--- src/rtl/uart_config_bank_if.sv ---
// rtl/uart_config_bank_if.sv - config-bus handshake bundle for uart_config_bank
//
// Purpose: groups the write-only config bus between a master and the bank.
// Signals:
//   c_ch     channel select          (master -> bank)
//   c_addr   register address        (master -> bank)
//   c_data   write data              (master -> bank)
//   c_valid  write pending           (master -> bank)
//   c_ready  write accepted this cycle (bank -> master)
//   c_err    one-cycle reject pulse  (bank -> master)

interface uart_config_bank_if #(
  parameter int CH_W              = 2,
  parameter int WIDTH_CONFIG_ADDR = 4,
  parameter int WIDTH_CONFIG_DATA = 8
);
  logic [CH_W-1:0]              c_ch;
  logic [WIDTH_CONFIG_ADDR-1:0] c_addr;
  logic [WIDTH_CONFIG_DATA-1:0] c_data;
  logic                         c_valid;
  logic                         c_ready;
  logic                         c_err;

  modport master (
    output c_ch, c_addr, c_data, c_valid,
    input  c_ready, c_err
  );

  modport slave (
    input  c_ch, c_addr, c_data, c_valid,
    output c_ready, c_err
  );
endinterface

--- src/rtl/uart_config_bank.sv ---
// rtl/uart_config_bank.sv - multi-channel UART config bank with shadow/active registers
//
// Purpose: one config bus programs NUM_CH UART channels. Writes land in a
// per-channel shadow copy; each channel copies shadow to active only while
// its UART is idle. Illegal writes are discarded and flagged on c_err.
// Ports:
//   clk, rst      clock (rising edge), asynchronous active-low reset
//   cfg           config bus (slave side of uart_config_bank_if)
//   ch_busy       per-channel UART busy; blocks commit of that channel
//   parity_en     active parity enable per channel
//   parity_odd    active parity sense per channel (1 = odd)
//   stop2         active stop-bit select per channel (1 = two stop bits)
//   data_len      active data length, 2 bits per channel
//   baud_div      active baud divisor, 8 bits per channel
//   cfg_pending   shadow not yet committed to active

module uart_config_bank #(
  parameter int         NUM_CH            = 4,
  parameter int         CH_W              = 2,
  parameter int         WIDTH_CONFIG_ADDR = 4,
  parameter int         WIDTH_CONFIG_DATA = 8,
  parameter logic [7:0] BAUD_DIV_RST      = 8'd27
) (
  input  logic                  clk,
  input  logic                  rst,
  uart_config_bank_if.slave     cfg,
  input  logic [NUM_CH-1:0]     ch_busy,
  output logic [NUM_CH-1:0]     parity_en,
  output logic [NUM_CH-1:0]     parity_odd,
  output logic [NUM_CH-1:0]     stop2,
  output logic [2*NUM_CH-1:0]   data_len,
  output logic [8*NUM_CH-1:0]   baud_div,
  output logic [NUM_CH-1:0]     cfg_pending
);

  localparam logic [WIDTH_CONFIG_ADDR-1:0] ADDR_PARITY = WIDTH_CONFIG_ADDR'(5);
  localparam logic [WIDTH_CONFIG_ADDR-1:0] ADDR_STOP   = WIDTH_CONFIG_ADDR'(6);
  localparam logic [WIDTH_CONFIG_ADDR-1:0] ADDR_DLEN   = WIDTH_CONFIG_ADDR'(7);
  localparam logic [WIDTH_CONFIG_ADDR-1:0] ADDR_BAUD   = WIDTH_CONFIG_ADDR'(8);

  typedef enum logic {S_IDLE, S_ACK} state_t;

  state_t state, state_n;
  logic   ready_q, ready_n;
  logic   err_q, err_n;
  logic   transfer;
  logic   reject;
  logic   addr_ok;
  logic   val_ok;
  logic   [NUM_CH-1:0] wr_en;

  // Shadow and active copies; parity is stored as {enable, odd}.
  logic [1:0] sh_par  [NUM_CH];
  logic       sh_stop [NUM_CH];
  logic [1:0] sh_dlen [NUM_CH];
  logic [7:0] sh_baud [NUM_CH];
  logic [1:0] ac_par  [NUM_CH];
  logic       ac_stop [NUM_CH];
  logic [1:0] ac_dlen [NUM_CH];
  logic [7:0] ac_baud [NUM_CH];

  assign cfg.c_ready = ready_q;
  assign cfg.c_err   = err_q;

  // Write decode and legality check.
  always_comb begin
    addr_ok = 1'b1;
    val_ok  = 1'b1;
    case (cfg.c_addr)
      ADDR_PARITY: val_ok = (cfg.c_data[1:0] != 2'b01);
      ADDR_STOP:   val_ok = 1'b1;
      ADDR_DLEN:   val_ok = 1'b1;
      ADDR_BAUD:   val_ok = (cfg.c_data[7:0] != 8'd0);
      default:     addr_ok = 1'b0;
    endcase
    reject = (int'(cfg.c_ch) >= NUM_CH) || !addr_ok || !val_ok;
  end

  // ready_q mirrors S_IDLE, so a transfer needs only the state and c_valid.
  assign transfer = (state == S_IDLE) && cfg.c_valid;

  always_comb begin
    wr_en = '0;
    for (int i = 0; i < NUM_CH; i++) begin
      if (transfer && !reject && (cfg.c_ch == CH_W'(i))) begin
        wr_en[i] = 1'b1;
      end
    end
  end

  // Handshake FSM: next state plus the values c_ready/c_err take after the edge.
  always_comb begin
    state_n = state;
    ready_n = 1'b1;
    err_n   = 1'b0;
    case (state)
      S_IDLE: begin
        if (transfer) begin
          state_n = S_ACK;
          ready_n = 1'b0;
          err_n   = reject;
        end
      end
      S_ACK: begin
        state_n = S_IDLE;
      end
      default: begin
        state_n = S_IDLE;
      end
    endcase
  end

  always_ff @(posedge clk or negedge rst) begin
    if (!rst) begin
      state   <= S_IDLE;
      ready_q <= 1'b1;
      err_q   <= 1'b0;
    end else begin
      state   <= state_n;
      ready_q <= ready_n;
      err_q   <= err_n;
    end
  end

  // Per-channel shadow/active. Commit reads the pre-edge shadow, so a write
  // landing on a commit edge is kept pending for the following edge.
  always_ff @(posedge clk or negedge rst) begin
    if (!rst) begin
      cfg_pending <= '0;
      for (int i = 0; i < NUM_CH; i++) begin
        sh_par[i]  <= 2'b00;
        sh_stop[i] <= 1'b0;
        sh_dlen[i] <= 2'b11;
        sh_baud[i] <= BAUD_DIV_RST;
        ac_par[i]  <= 2'b00;
        ac_stop[i] <= 1'b0;
        ac_dlen[i] <= 2'b11;
        ac_baud[i] <= BAUD_DIV_RST;
      end
    end else begin
      for (int i = 0; i < NUM_CH; i++) begin
        if (cfg_pending[i] && !ch_busy[i]) begin
          ac_par[i]  <= sh_par[i];
          ac_stop[i] <= sh_stop[i];
          ac_dlen[i] <= sh_dlen[i];
          ac_baud[i] <= sh_baud[i];
        end
        if (wr_en[i]) begin
          cfg_pending[i] <= 1'b1;
          if (cfg.c_addr == ADDR_PARITY) sh_par[i]  <= cfg.c_data[1:0];
          if (cfg.c_addr == ADDR_STOP)   sh_stop[i] <= cfg.c_data[0];
          if (cfg.c_addr == ADDR_DLEN)   sh_dlen[i] <= cfg.c_data[1:0];
          if (cfg.c_addr == ADDR_BAUD)   sh_baud[i] <= cfg.c_data[7:0];
        end else if (cfg_pending[i] && !ch_busy[i]) begin
          cfg_pending[i] <= 1'b0;
        end
      end
    end
  end

  for (genvar g = 0; g < NUM_CH; g++) begin : g_out
    assign parity_en[g]        = ac_par[g][1];
    assign parity_odd[g]       = ac_par[g][0];
    assign stop2[g]            = ac_stop[g];
    assign data_len[2*g +: 2]  = ac_dlen[g];
    assign baud_div[8*g +: 8]  = ac_baud[g];
  end

endmodule
--- src/flat_wrapper.sv ---
// flat-port wrapper written by rule: the top's interface ports become plain ports
module uart_config_bank_flat 
#(
  parameter int         NUM_CH            = 4,
  parameter int         CH_W              = 2,
  parameter int         WIDTH_CONFIG_ADDR = 4,
  parameter int         WIDTH_CONFIG_DATA = 8,
  parameter logic [7:0] BAUD_DIV_RST      = 8'd27
)
  (clk, rst, ch_busy, parity_en, parity_odd, stop2, data_len, baud_div, cfg_pending, cfg_c_ch, cfg_c_addr, cfg_c_data, cfg_c_valid, cfg_c_ready, cfg_c_err);
  uart_config_bank_if #(.CH_W(CH_W), .WIDTH_CONFIG_ADDR(WIDTH_CONFIG_ADDR), .WIDTH_CONFIG_DATA(WIDTH_CONFIG_DATA)) cfg_i ();
  input  logic clk;
  input  logic rst;
  input  logic [NUM_CH-1:0] ch_busy;
  output logic [NUM_CH-1:0] parity_en;
  output logic [NUM_CH-1:0] parity_odd;
  output logic [NUM_CH-1:0] stop2;
  output logic [2*NUM_CH-1:0] data_len;
  output logic [8*NUM_CH-1:0] baud_div;
  output logic [NUM_CH-1:0] cfg_pending;
  input wire logic [$bits(cfg_i.c_ch)-1:0] cfg_c_ch;
  input wire logic [$bits(cfg_i.c_addr)-1:0] cfg_c_addr;
  input wire logic [$bits(cfg_i.c_data)-1:0] cfg_c_data;
  input wire logic [$bits(cfg_i.c_valid)-1:0] cfg_c_valid;
  output wire logic [$bits(cfg_i.c_ready)-1:0] cfg_c_ready;
  output wire logic [$bits(cfg_i.c_err)-1:0] cfg_c_err;
  assign cfg_i.c_ch = cfg_c_ch;
  assign cfg_i.c_addr = cfg_c_addr;
  assign cfg_i.c_data = cfg_c_data;
  assign cfg_i.c_valid = cfg_c_valid;
  assign cfg_c_ready = cfg_i.c_ready;
  assign cfg_c_err = cfg_i.c_err;
  uart_config_bank #(.NUM_CH(NUM_CH), .CH_W(CH_W), .WIDTH_CONFIG_ADDR(WIDTH_CONFIG_ADDR), .WIDTH_CONFIG_DATA(WIDTH_CONFIG_DATA), .BAUD_DIV_RST(BAUD_DIV_RST)) u_core (.clk(clk), .rst(rst), .cfg(cfg_i), .ch_busy(ch_busy), .parity_en(parity_en), .parity_odd(parity_odd), .stop2(stop2), .data_len(data_len), .baud_div(baud_div), .cfg_pending(cfg_pending));
endmodule
--- config.mk ---
export PLATFORM = sky130hd
export DESIGN_NAME = uart_config_bank_flat
export DESIGN_NICKNAME = d
export VERILOG_FILES = /design/src/rtl/uart_config_bank_if.sv /design/src/rtl/uart_config_bank.sv /design/src/flat_wrapper.sv
export SDC_FILE = /design/constraint.sdc
export NUM_CORES = 1
export LEC_CHECK = 0
export ABC_AREA = 0
export CAP_MARGIN = 20
export CORE_MARGIN = 2
export CORE_UTILIZATION = 25
export CTS_CLUSTER_SIZE = 16
export DETAILED_ROUTE_END_ITERATION = 10
export HOLD_SLACK_MARGIN = 0.06
export PLACE_DENSITY = 0.55
export SYNTH_ARGS = -nofsm -noshare
export SYNTH_HDL_FRONTEND = slang
export SYNTH_SLANG_ARGS = --single-unit
--- constraint.sdc ---
create_clock -name clk -period 3 [get_ports clk]
set_input_delay 0.6 -clock clk [delete_from_list [all_inputs] [get_ports clk]]
set_output_delay 0.6 -clock clk [all_outputs]
set_load 0.03 [all_outputs]
# Yosys cells after proc, flatten, opt, wreduce, memory -nomap -nowiden
# Cells that the tools add are included.
# word_totals
ff_bits	111
latch_bits	0
ram_bits	0
mem_bits_ro	0
input_bits	21
out_inout_bits	58
word_cells	109
n_memories	0
# classes
add_sub_neg	0
mul	0
n_div	0
n_lt_le_gt_ge	0
n_eq_ne	8
shifts	0
n_mux	20
n_bitwise	1
reduce_logical	41
# op_table
operator	n
2-bit AND reduction	16
1-bit 2-to-1 mux	18
4-bit by 3-bit equality test with 1-bit output (second input constant)	3
1-bit logical AND	10
2-bit nonzero test	4
8-bit nonzero test	1
1-bit logical NOT	7
2-bit equality test (second input constant)	2
4-bit equality test (second input constant)	1
1-bit one-hot mux with 2 select lines	2
4-bit OR reduction	1
2-bit by 1-bit equality test with 1-bit output (second input constant)	1
2-bit logical NOT	1
2-bit by 1-bit != test with 1-bit output (second input constant)	1
1-bit logical OR	1
1-bit NOT	1

# Depth between registers and ports, before layout
# Gate-level depths: netlist of run 1.
# depth
depth_word	10
mapped_depth	4
ltp_nobuf	3

# Least setup slack after synthesis of run 1
# Ideal clock, no wire load.
# synth_path
path_kind	input -> register
startpoint	input port cfg_c_addr[1]
endpoint	register u_core.sh_baud[18] (netlist bit)
t_arrival_ns	2.039
slack_ns	0.837
cell_stages	4
cell_sequence	or4b_1 -> buf_6 -> a211oi_4 -> mux2_2
# synth_between
elab_chain_cells	10
word_cells_on_any_way	15
# synth_rtl
item	line_no	rtl
start, declared	flat_wrapper.sv:22	input wire logic [$bits(cfg_i.c_addr)-1:0] cfg_c_addr;
4-bit by 3-bit equality test with 1-bit output / 4-bit equality test (equally long branches)	uart_config_bank.sv:69, uart_config_bank.sv:153	
4-bit OR reduction (no line)	--	
1-bit 2-to-1 mux	uart_config_bank.sv:69	case (cfg.c_addr)
1-bit logical NOT	uart_config_bank.sv:76	reject = (int'(cfg.c_ch) >= NUM_CH) || !addr_ok || !val_ok;
1-bit logical OR	uart_config_bank.sv:76	
1-bit logical NOT	uart_config_bank.sv:85	if (transfer && !reject && (cfg.c_ch == CH_W'(i))) begin
1-bit logical AND (2 in series)	uart_config_bank.sv:85	
1-bit 2-to-1 mux	uart_config_bank.sv:85	
2-bit AND reduction (no line) (*)	--	
end signal, assigned by index	uart_config_bank.sv:153	if (cfg.c_addr == ADDR_BAUD) sh_baud[i] <= cfg.c_data[7:0];
end, declared	uart_config_bank.sv:56	logic [7:0] sh_baud [NUM_CH];
# Mark *: on every way between the ends. The rest lies on a longest branch, timed or not.
# A chain may end at the register's enable or synchronous reset.

# Worst setup path in the final report of run 1
# layout_path
startpoint	input port cfg_c_valid
endpoint	register u_core.sh_baud[29] (netlist bit)
# layout_between
elab_chain_cells	5
# layout_rtl
item	line_no	rtl
start, declared	flat_wrapper.sv:24	input wire logic [$bits(cfg_i.c_valid)-1:0] cfg_c_valid;
1-bit logical AND	uart_config_bank.sv:80	assign transfer = (state == S_IDLE) && cfg.c_valid;
1-bit logical AND (2 in series)	uart_config_bank.sv:85	
1-bit 2-to-1 mux	uart_config_bank.sv:85	
2-bit AND reduction (no line)	--	
# No other way between the ends.

==> results of run 1 <==
how the worst max path moves through the flow:
stage,from,to,slack [ns]
finish,cfg_c_valid,u_core.sh_baud[29]$_DFFE_PN0P_,0.46
global route,cfg_c_valid,u_core.sh_baud[29]$_DFFE_PN0P_,0.37
CTS,cfg_c_valid,u_core.sh_baud[29]$_DFFE_PN0P_,0.47
detailed placement,cfg_c_valid,u_core.sh_baud[29]$_DFFE_PN0P_,0.1
global placement,cfg_c_addr[1],u_core.sh_baud[26]$_DFFE_PN0P_,0.18
floorplan,cfg_c_addr[1],u_core.sh_baud[18]$_DFFE_PN0P_,0.84
metal layers:
layer	track usage, %	share of wire (%)
met1	15.6	47
met2	18.8	47
met3	3.44	5.0
met4	3.57	1.1
met5	0	0
state kept, by name, indices dropped and copies added, names as in the netlist, 4 cells and up:
name                cells
u_core.cfg_pending      4
u_core.sh_stop          4
u_core.sh_baud         32
u_core.parity_en        4
u_core.sh_par           8
u_core.baud_div        32
u_core.sh_dlen          8
u_core.parity_odd       4
u_core.stop2            4
u_core.data_len         8
final cells by class:
class,count,area (sq um)
fill,1711,11400
multi-input combinational,153,1600
clock inverter,7,97.6
sequential,111,2840
timing repair buffer,98,941
inverter,1,3.75
clock buffer,9,225
tap,225,282
cell families (layout without fill, tap and decap cells):
logic type,count (synthesis),after routing,share of synthesized area [%]
AO/OA/AOI/OAI,12,12,3.29
AND/OR/NAND/NOR,37,37,6.31
buffers and inverters,9,115,0.921
multiplexers,104,104,26.1
flip-flops,111,111,63.3
per-stage QoR:
step,power (mW),instances,util [%]
after global placement,2.30,588,32.5
after floorplan,2.04,273,-
after detailed placement,2.31,588,32.5
after CTS,3.61,604,34.4
after global routing,3.71,604,34.4
final,3.54,604,34.4
worst reg2reg max path: stages (launching register included):
cell and delay, ns:
dfrtp_1 0.46, or4b_2 0.70, a211oi_4 0.47, mux2_2 0.40
power by group through the flow:
stage	combinational (mW)	clock, mW	sequential [mW]
2_1_floorplan	0.155	0	1.89
3_3_place_gp	0.524	0	1.77
3_5_place_dp	0.532	0	1.78
4_1_cts	0.534	1.32	1.75
5_1_grt	0.560	1.38	1.77
6_report	0.524	1.27	1.75
cell usage in the layout (no fill, tap or decap), types with 3 or more instances in the layout:
cell	n
nand4_1	4
buf_4	20
and2_1	4
dfstp_2	49
a211oi_4	4
mux2_2	104
nand2_1	4
dfrtp_1	62
nor4bb_1	3
nand2b_1	3
clkdlybuf4s50_1	77
nor2_1	4
nor2b_1	4
a311o_1	4
clkbuf_16	9
==> impl_results.rst, run 1 <==
.. list-table::
   :header-rows: 1

   * - Metric
     - Value
   * - Count of cells resized by post-cts repair
     - 0
   * - Internal cell power
     - 2.66 mW
   * - Setup repair after global routing missed its margin
     - no
   * - Area after detailed placement
     - 5670 sq um
   * - Worst slew slack as a fraction of its limit
     - 55.5%
   * - Number of nets with antenna violations after detailed routing
     - 0
   * - Cell accounting for the most synthesized area
     - dfrtp_1
   * - Final worst setup slack
     - 0.455 ns
   * - Area growth, synth to finish
     - 33.6%
   * - Number of sinks handled by clock tree synthesis
     - 111
   * - Die Footprint
     - 19,000 sq um
   * - Part of the power in combinational logic
     - 14.8%
   * - Top achievable clock speed
     - 0.393 GHz
   * - Area contributors post-synth
     - dfrtp_1 35%, dfstp_2 29%, mux2_2 26%, a211oi_4 1.8%, nor4_4 0.95%
   * - Fraction of layout cells with a size suffix above 1
     - 52.0%
   * - DR WL/cell
     - 17.4 um
   * - Mean area per synthesized cell
     - 16.4 sq um
   * - Hold-fix buffers at CTS
     - 0
   * - Post-CTS setup buffer count
     - 0
   * - Detailed placement HPWL
     - 7480 um
   * - CTS buffer count
     - 9
   * - Cell chosen for the clock root
     - clkbuf_16
   * - Layout Cell Area excl Fill
     - 5990 sq um
   * - Arrival time reported for the critical path endpoint
     - 2.78 ns
   * - Number of standard cells after synthesis
     - 273
   * - Largest net degree at the start of global routing
     - 70
   * - Worst EP required
     - 3.24 ns
   * - Skew final
     - 0.0107 ns
   * - EDFF count, synth
     - 0
   * - Total Routing Usage GR
     - 11.8%
   * - Net total in the final layout
     - 395
   * - Area of the mapped netlist
     - 4480 sq um
   * - Antenna violations before repair
     - 0
   * - Worst hold slack after final layout
     - 0.244 ns
   * - Aggregate negative setup slack
     - 0 ns
   * - Routability congestion estimate from global placement
     - 0.800
   * - R2R cell count
     - 3
   * - Residual DRC
     - 0
   * - Post-route fraction of the period consumed by the critical path
     - 84.8%
   * - Count of input and output buffers
     - 78
   * - Global-route wire length before repair
     - 16,600 um
   * - Start-to-end type of the worst setup path
     - in2reg
   * - Startpoint of the worst-slack reg-to-reg timing path
     - u_core.state$_DFF_PN0_
   * - Power dissipated by switching net loads
     - 0.882 mW
   * - Leakage power
     - 2.53 nW
   * - Chip width
     - 138 um
   * - Worst path depth
     - 4
   * - Worst R2R End
     - u_core.sh_baud[29]$_DFFE_PN0P_
   * - Max Slew Vio Count
     - 0
   * - Ports placed on the boundary
     - 79
   * - Cell with the biggest individual delay on the critical path
     - or4b_2
   * - Aggregate global routing overflow
     - 0
   * - Path type of the worst min-delay path
     - in2async
   * - Worst IR drop on VDD
     - 297 uV
   * - Final number of hold-violating endpoints
     - 0
   * - Number of DRC markers in iteration 0
     - 114
   * - Register bit count reported by yosys
     - 111
   * - Post-synthesis sequential area ratio
     - 63.3%
   * - Area of the core
     - 17,400 sq um
   * - Slew at the pin closest to its max-slew limit
     - 0.666 ns
   * - Slowest stage delay, CP
     - 0.69 ns
   * - Max-cap viol count
     - 0
   * - Buffering stage count on the worst path with inverters included
     - 1
   * - Most used flip-flop cell after synthesis
     - dfrtp_1
   * - Kind of cell adding the most delay to the critical path
     - simple AND/OR/NAND/NOR gates
   * - Depth of the CTS H-tree
     - 3
   * - Clock tree from TritonCTS
     - done
   * - Number of optimization iterations in the first detailed-route pass
     - 4
   * - Starting utilization of the core area
     - 25.7%
   * - Net count of the mapped netlist
     - 294
   * - Sequential power share
     - 49.4%
   * - Post-synthesis async set-or-reset flop share
     - 100%
   * - Rows
     - 48
   * - Register clock-pin slew on the reported worst setup and hold paths
     - 0.07 ns
   * - Worst-path fanout max
     - 9
   * - Antenna cell count
     - 0
   * - Maximum clock insertion buffer count
     - 2
   * - Area share of the leading cell type in the synthesized netlist
     - 34.6%
   * - Switching fraction of total power
     - 24.9%
   * - Die outline height
     - 138 um
   * - Power density normalized to cell area
     - 592 nW/um^2
   * - Via count
     - 2,660
   * - Run status
     - finished, final reports clean
   * - Clock power frac
     - 35.8%
   * - Detailed-route vias per instance
     - 4.40
   * - Final min period
     - 2.54 ns
   * - Cell breakdown of the critical path
     - clkdlybuf4s50_1 -> or4b_2 -> a211oi_4 -> mux2_2
   * - CP Launch Type
     - input port
   * - Netlist cell types
     - 28
   * - Endpoints failing setup
     - 0
   * - Later-pin clock latency in the skew report
     - 0.35 ns
   * - Top cell types by occurrence after synthesis
     - 104 x mux2_2, 62 x dfrtp_1, 49 x dfstp_2
   * - Sort of element at the end of the critical path
     - flop
   * - YS warnings
     - 0
   * - Final routed wirelength across all metal layers
     - 10,500 um
   * - Pre-CTS WS
     - 0.0971 ns
   * - Vias in the first global route
     - 2,826
   * - Most frequently used cell type in the post-synthesis netlist
     - mux2_2
   * - Worst setup slack for register-to-register paths
     - 0.87 ns
Note: power is estimated with default switching activity, not from simulation.
==> inputs of run 2 (changes only) <==
- clock period: 3 -> 2.5 ns (I/O delays scaled with it)
==> run 2 against run 1 <==
Against the previous run: via count increased by 1.7%; clock skew fell by 0.0025 ns; register-to-register slack got worse by 0.38 ns.
==> impl_results.rst, run 2 (same netlist as run 1, synthesis figures left out) <==
.. list-table::
   :header-rows: 1

   * - Metric
     - Value
   * - Fraction of layout cells with a size suffix above 1
     - 53.7% (+1.7 points)
   * - Tot Pwr
     - 4.29 mW (+21%)
   * - Largest net degree at the start of global routing
     - 48 (-31%)
   * - Worst setup slack for register-to-register paths
     - 0.49 ns (-0.38 ns)
   * - Filler-free cell count of the finished design
     - 620 (+2.6%)
   * - Antenna violations before repair
     - 0 (unchanged)
   * - Worst R2R End
     - u_core.sh_baud[29]$_DFFE_PN0P_
   * - Total Routing Usage GR
     - 12.1% (+0.26 points)
   * - Area growth, synth to finish
     - 37.7%
   * - Global-route wire length before repair
     - 16,800 um (+1.3%)
   * - Vias in the first global route
     - 2,910 (+3.0%)
   * - Number of nets with antenna violations after detailed routing
     - 0 (unchanged)
   * - Die outline height
     - 138 um (unchanged)
   * - Number of sinks handled by clock tree synthesis
     - 111 (unchanged)
   * - Area of the core
     - 17,400 sq um (unchanged)
   * - Depth of the CTS H-tree
     - 3 (unchanged)
   * - Chip width
     - 138 um (unchanged)
   * - Skew final
     - 0.00822 ns (-0.00250 ns)
   * - Highest-count cells in the layout ignoring fill and taps
     - 104 x mux2_2, 77 x clkdlybuf4s50_1, 62 x dfrtp_1
   * - Sort of element at the end of the critical path
     - flop
   * - Routability congestion estimate from global placement
     - 0.791 (-1.1%)
   * - Startpoint of the worst-slack reg-to-reg timing path
     - u_core.state$_DFF_PN0_
   * - Leakage power
     - 2.63 nW (+3.8%)
   * - Run status
     - finished, final reports clean
   * - Worst EP required
     - 2.74 ns (-0.50 ns)
   * - Clock tree from TritonCTS
     - done
   * - Die Footprint
     - 19,000 sq um (unchanged)
   * - Hold-fix buffers at CTS
     - 0 (unchanged)
   * - Path type of the worst min-delay path
     - in2async
   * - Number of DRC markers in iteration 0
     - 126 (+11%)
   * - Aggregate negative setup slack
     - 0 ns (unchanged)
   * - Net total in the final layout
     - 411 (+4.1%)
   * - Starting utilization of the core area
     - 25.7% (unchanged)
   * - Max-cap viol count
     - 0 (unchanged)
   * - Final-layout fill cell count
     - 1,693 (-1.1%)
   * - Cell chosen for the clock root
     - clkbuf_16
   * - Detailed placement HPWL
     - 7900 um (+5.6%)
   * - Final min period
     - 2.20 ns
   * - Ports placed on the boundary
     - 79 (unchanged)
   * - Count of input and output buffers
     - 78 (unchanged)
   * - Number of optimization iterations in the first detailed-route pass
     - 4 (unchanged)
   * - Slew at the pin closest to its max-slew limit
     - 0.490 ns (-0.177 ns)
   * - Maximum clock insertion buffer count
     - 2 (unchanged)
   * - Via count
     - 2,705 (+1.7%)
   * - Start-to-end type of the worst setup path
     - in2reg
   * - Arrival time reported for the critical path endpoint
     - 2.44 ns (-0.34 ns)
   * - Setup repair after global routing missed its margin
     - no
   * - Worst-path fanout max
     - 9 (unchanged)
   * - Residual DRC
     - 0 (unchanged)
   * - Antenna cell count
     - 0 (unchanged)
   * - Final routed wirelength across all metal layers
     - 10,700 um (+2.2%)
   * - Register clock-pin slew on the reported worst setup and hold paths
     - 0.07 ns (about the same)
   * - Top achievable clock speed
     - 0.454 GHz
   * - Aggregate global routing overflow
     - 0 (unchanged)
   * - Power density normalized to cell area
     - 695 nW/um^2 (+17%)
   * - Total placed cells including tap cells
     - 604 (+2.7%)
   * - Post-route fraction of the period consumed by the critical path
     - 88.0%
   * - Rows
     - 48 (unchanged)
   * - Max Slew Vio Count
     - 0 (unchanged)
   * - DR WL/cell
     - 17.3 um (-0.48%)
   * - CP Launch Type
     - input port
   * - Detailed-route vias per instance
     - 4.36 (-0.93%)
   * - Count of cells resized by post-cts repair
     - 0 (unchanged)
   * - Worst IR drop on VDD
     - 385 uV (+30%)
   * - Most common cell after layout, fill and taps aside
     - mux2_2
   * - Final number of hold-violating endpoints
     - 0 (unchanged)
   * - R2R cell count
     - 4 (+1)
   * - CTS buffer count
     - 9 (unchanged)
   * - Worst slew slack as a fraction of its limit
     - 67.4% (+12 points)
   * - Endpoints failing setup
     - 0 (unchanged)
   * - Later-pin clock latency in the skew report
     - 0.35 ns (about the same)
   * - Post-CTS setup buffer count
     - 0 (unchanged)
   * - Worst hold slack after final layout
     - 0.116 ns (-0.128 ns)
==> run 2: cell types whose count changed in the layout (fill, tap and decap cells not counted) <==
cell,previous run,this run
clkinv_4,2,1
buf_12,1,6
buf_4,20,31
clkinvlp_4,2,1
clkbuf_1,0,1
clkbuf_8,0,1
==> run 2: where the power goes <==
part / total [mW] / switching [mW] / internal (mW)
sequential: 2.11 / 0.0908 / 2.02
clock: 1.54 / 0.633 / 0.906
combinational: 0.644 / 0.329 / 0.315
total: 4.29 / 1.05 / 3.24
==> run 2: metrics by stage <==
| stage | setup WS, ns | instance area (sq um) | util, % |
|---|---|---|---|
| after global routing | 0.275 | 6170 | 35.4 |
| after detailed placement | -0.0644 | 5850 | 33.6 |
| final | 0.299 | 6170 | 35.4 |
| after floorplan | 0.437 | 4480 | - |
| after global placement | -0.0228 | 5850 | 33.6 |
| after CTS | 0.305 | 6170 | 35.4 |
==> run 2: worst max path at each step <==
stage	depth (start not counted)	startpoint	endpoint
after global routing	6	cfg_c_addr[3]	u_core.sh_baud[7]$_DFFE_PN0P_
after CTS	6	cfg_c_addr[1]	u_core.sh_baud[5]$_DFFE_PN0P_
after detailed placement	6	cfg_c_addr[1]	u_core.sh_baud[5]$_DFFE_PN0P_
after floorplan	4	cfg_c_addr[1]	u_core.sh_baud[18]$_DFFE_PN0P_
after global placement	6	cfg_c_addr[1]	u_core.sh_baud[26]$_DFFE_PN0P_
final	6	cfg_c_addr[1]	u_core.sh_baud[5]$_DFFE_PN0P_
==> run 2: routing by layer <==
layer / up-vias / GRT usage, % / routed length [um]
met2: 72 / 18.6 / 5050
li1: 1233 / - / -
met4: 0 / 4.20 / 127
met3: 8 / 2.85 / 574
met5: - / 0 / 0
met1: 1392 / 16.7 / 4960
==> run 2: critical path: stages <==
cell and delay [ns]:
clkdlybuf4s50_1 0.43, or4b_1 0.54, buf_4 0.21, a211oi_4 0.26, buf_12 0.17, mux2_2 0.33
==> run 2: cell type report <==
cell class	count	area, sq um	share of cell area [%]
inverters	1	3.75	0.0608
multi-input cells	153	1600	25.9
flip-flops and latches	111	2840	46.0
clock inverters	5	81.3	1.32
repair buffers	114	1120	18.2
well taps	225	282	4.56
clock buffers	11	243	3.93
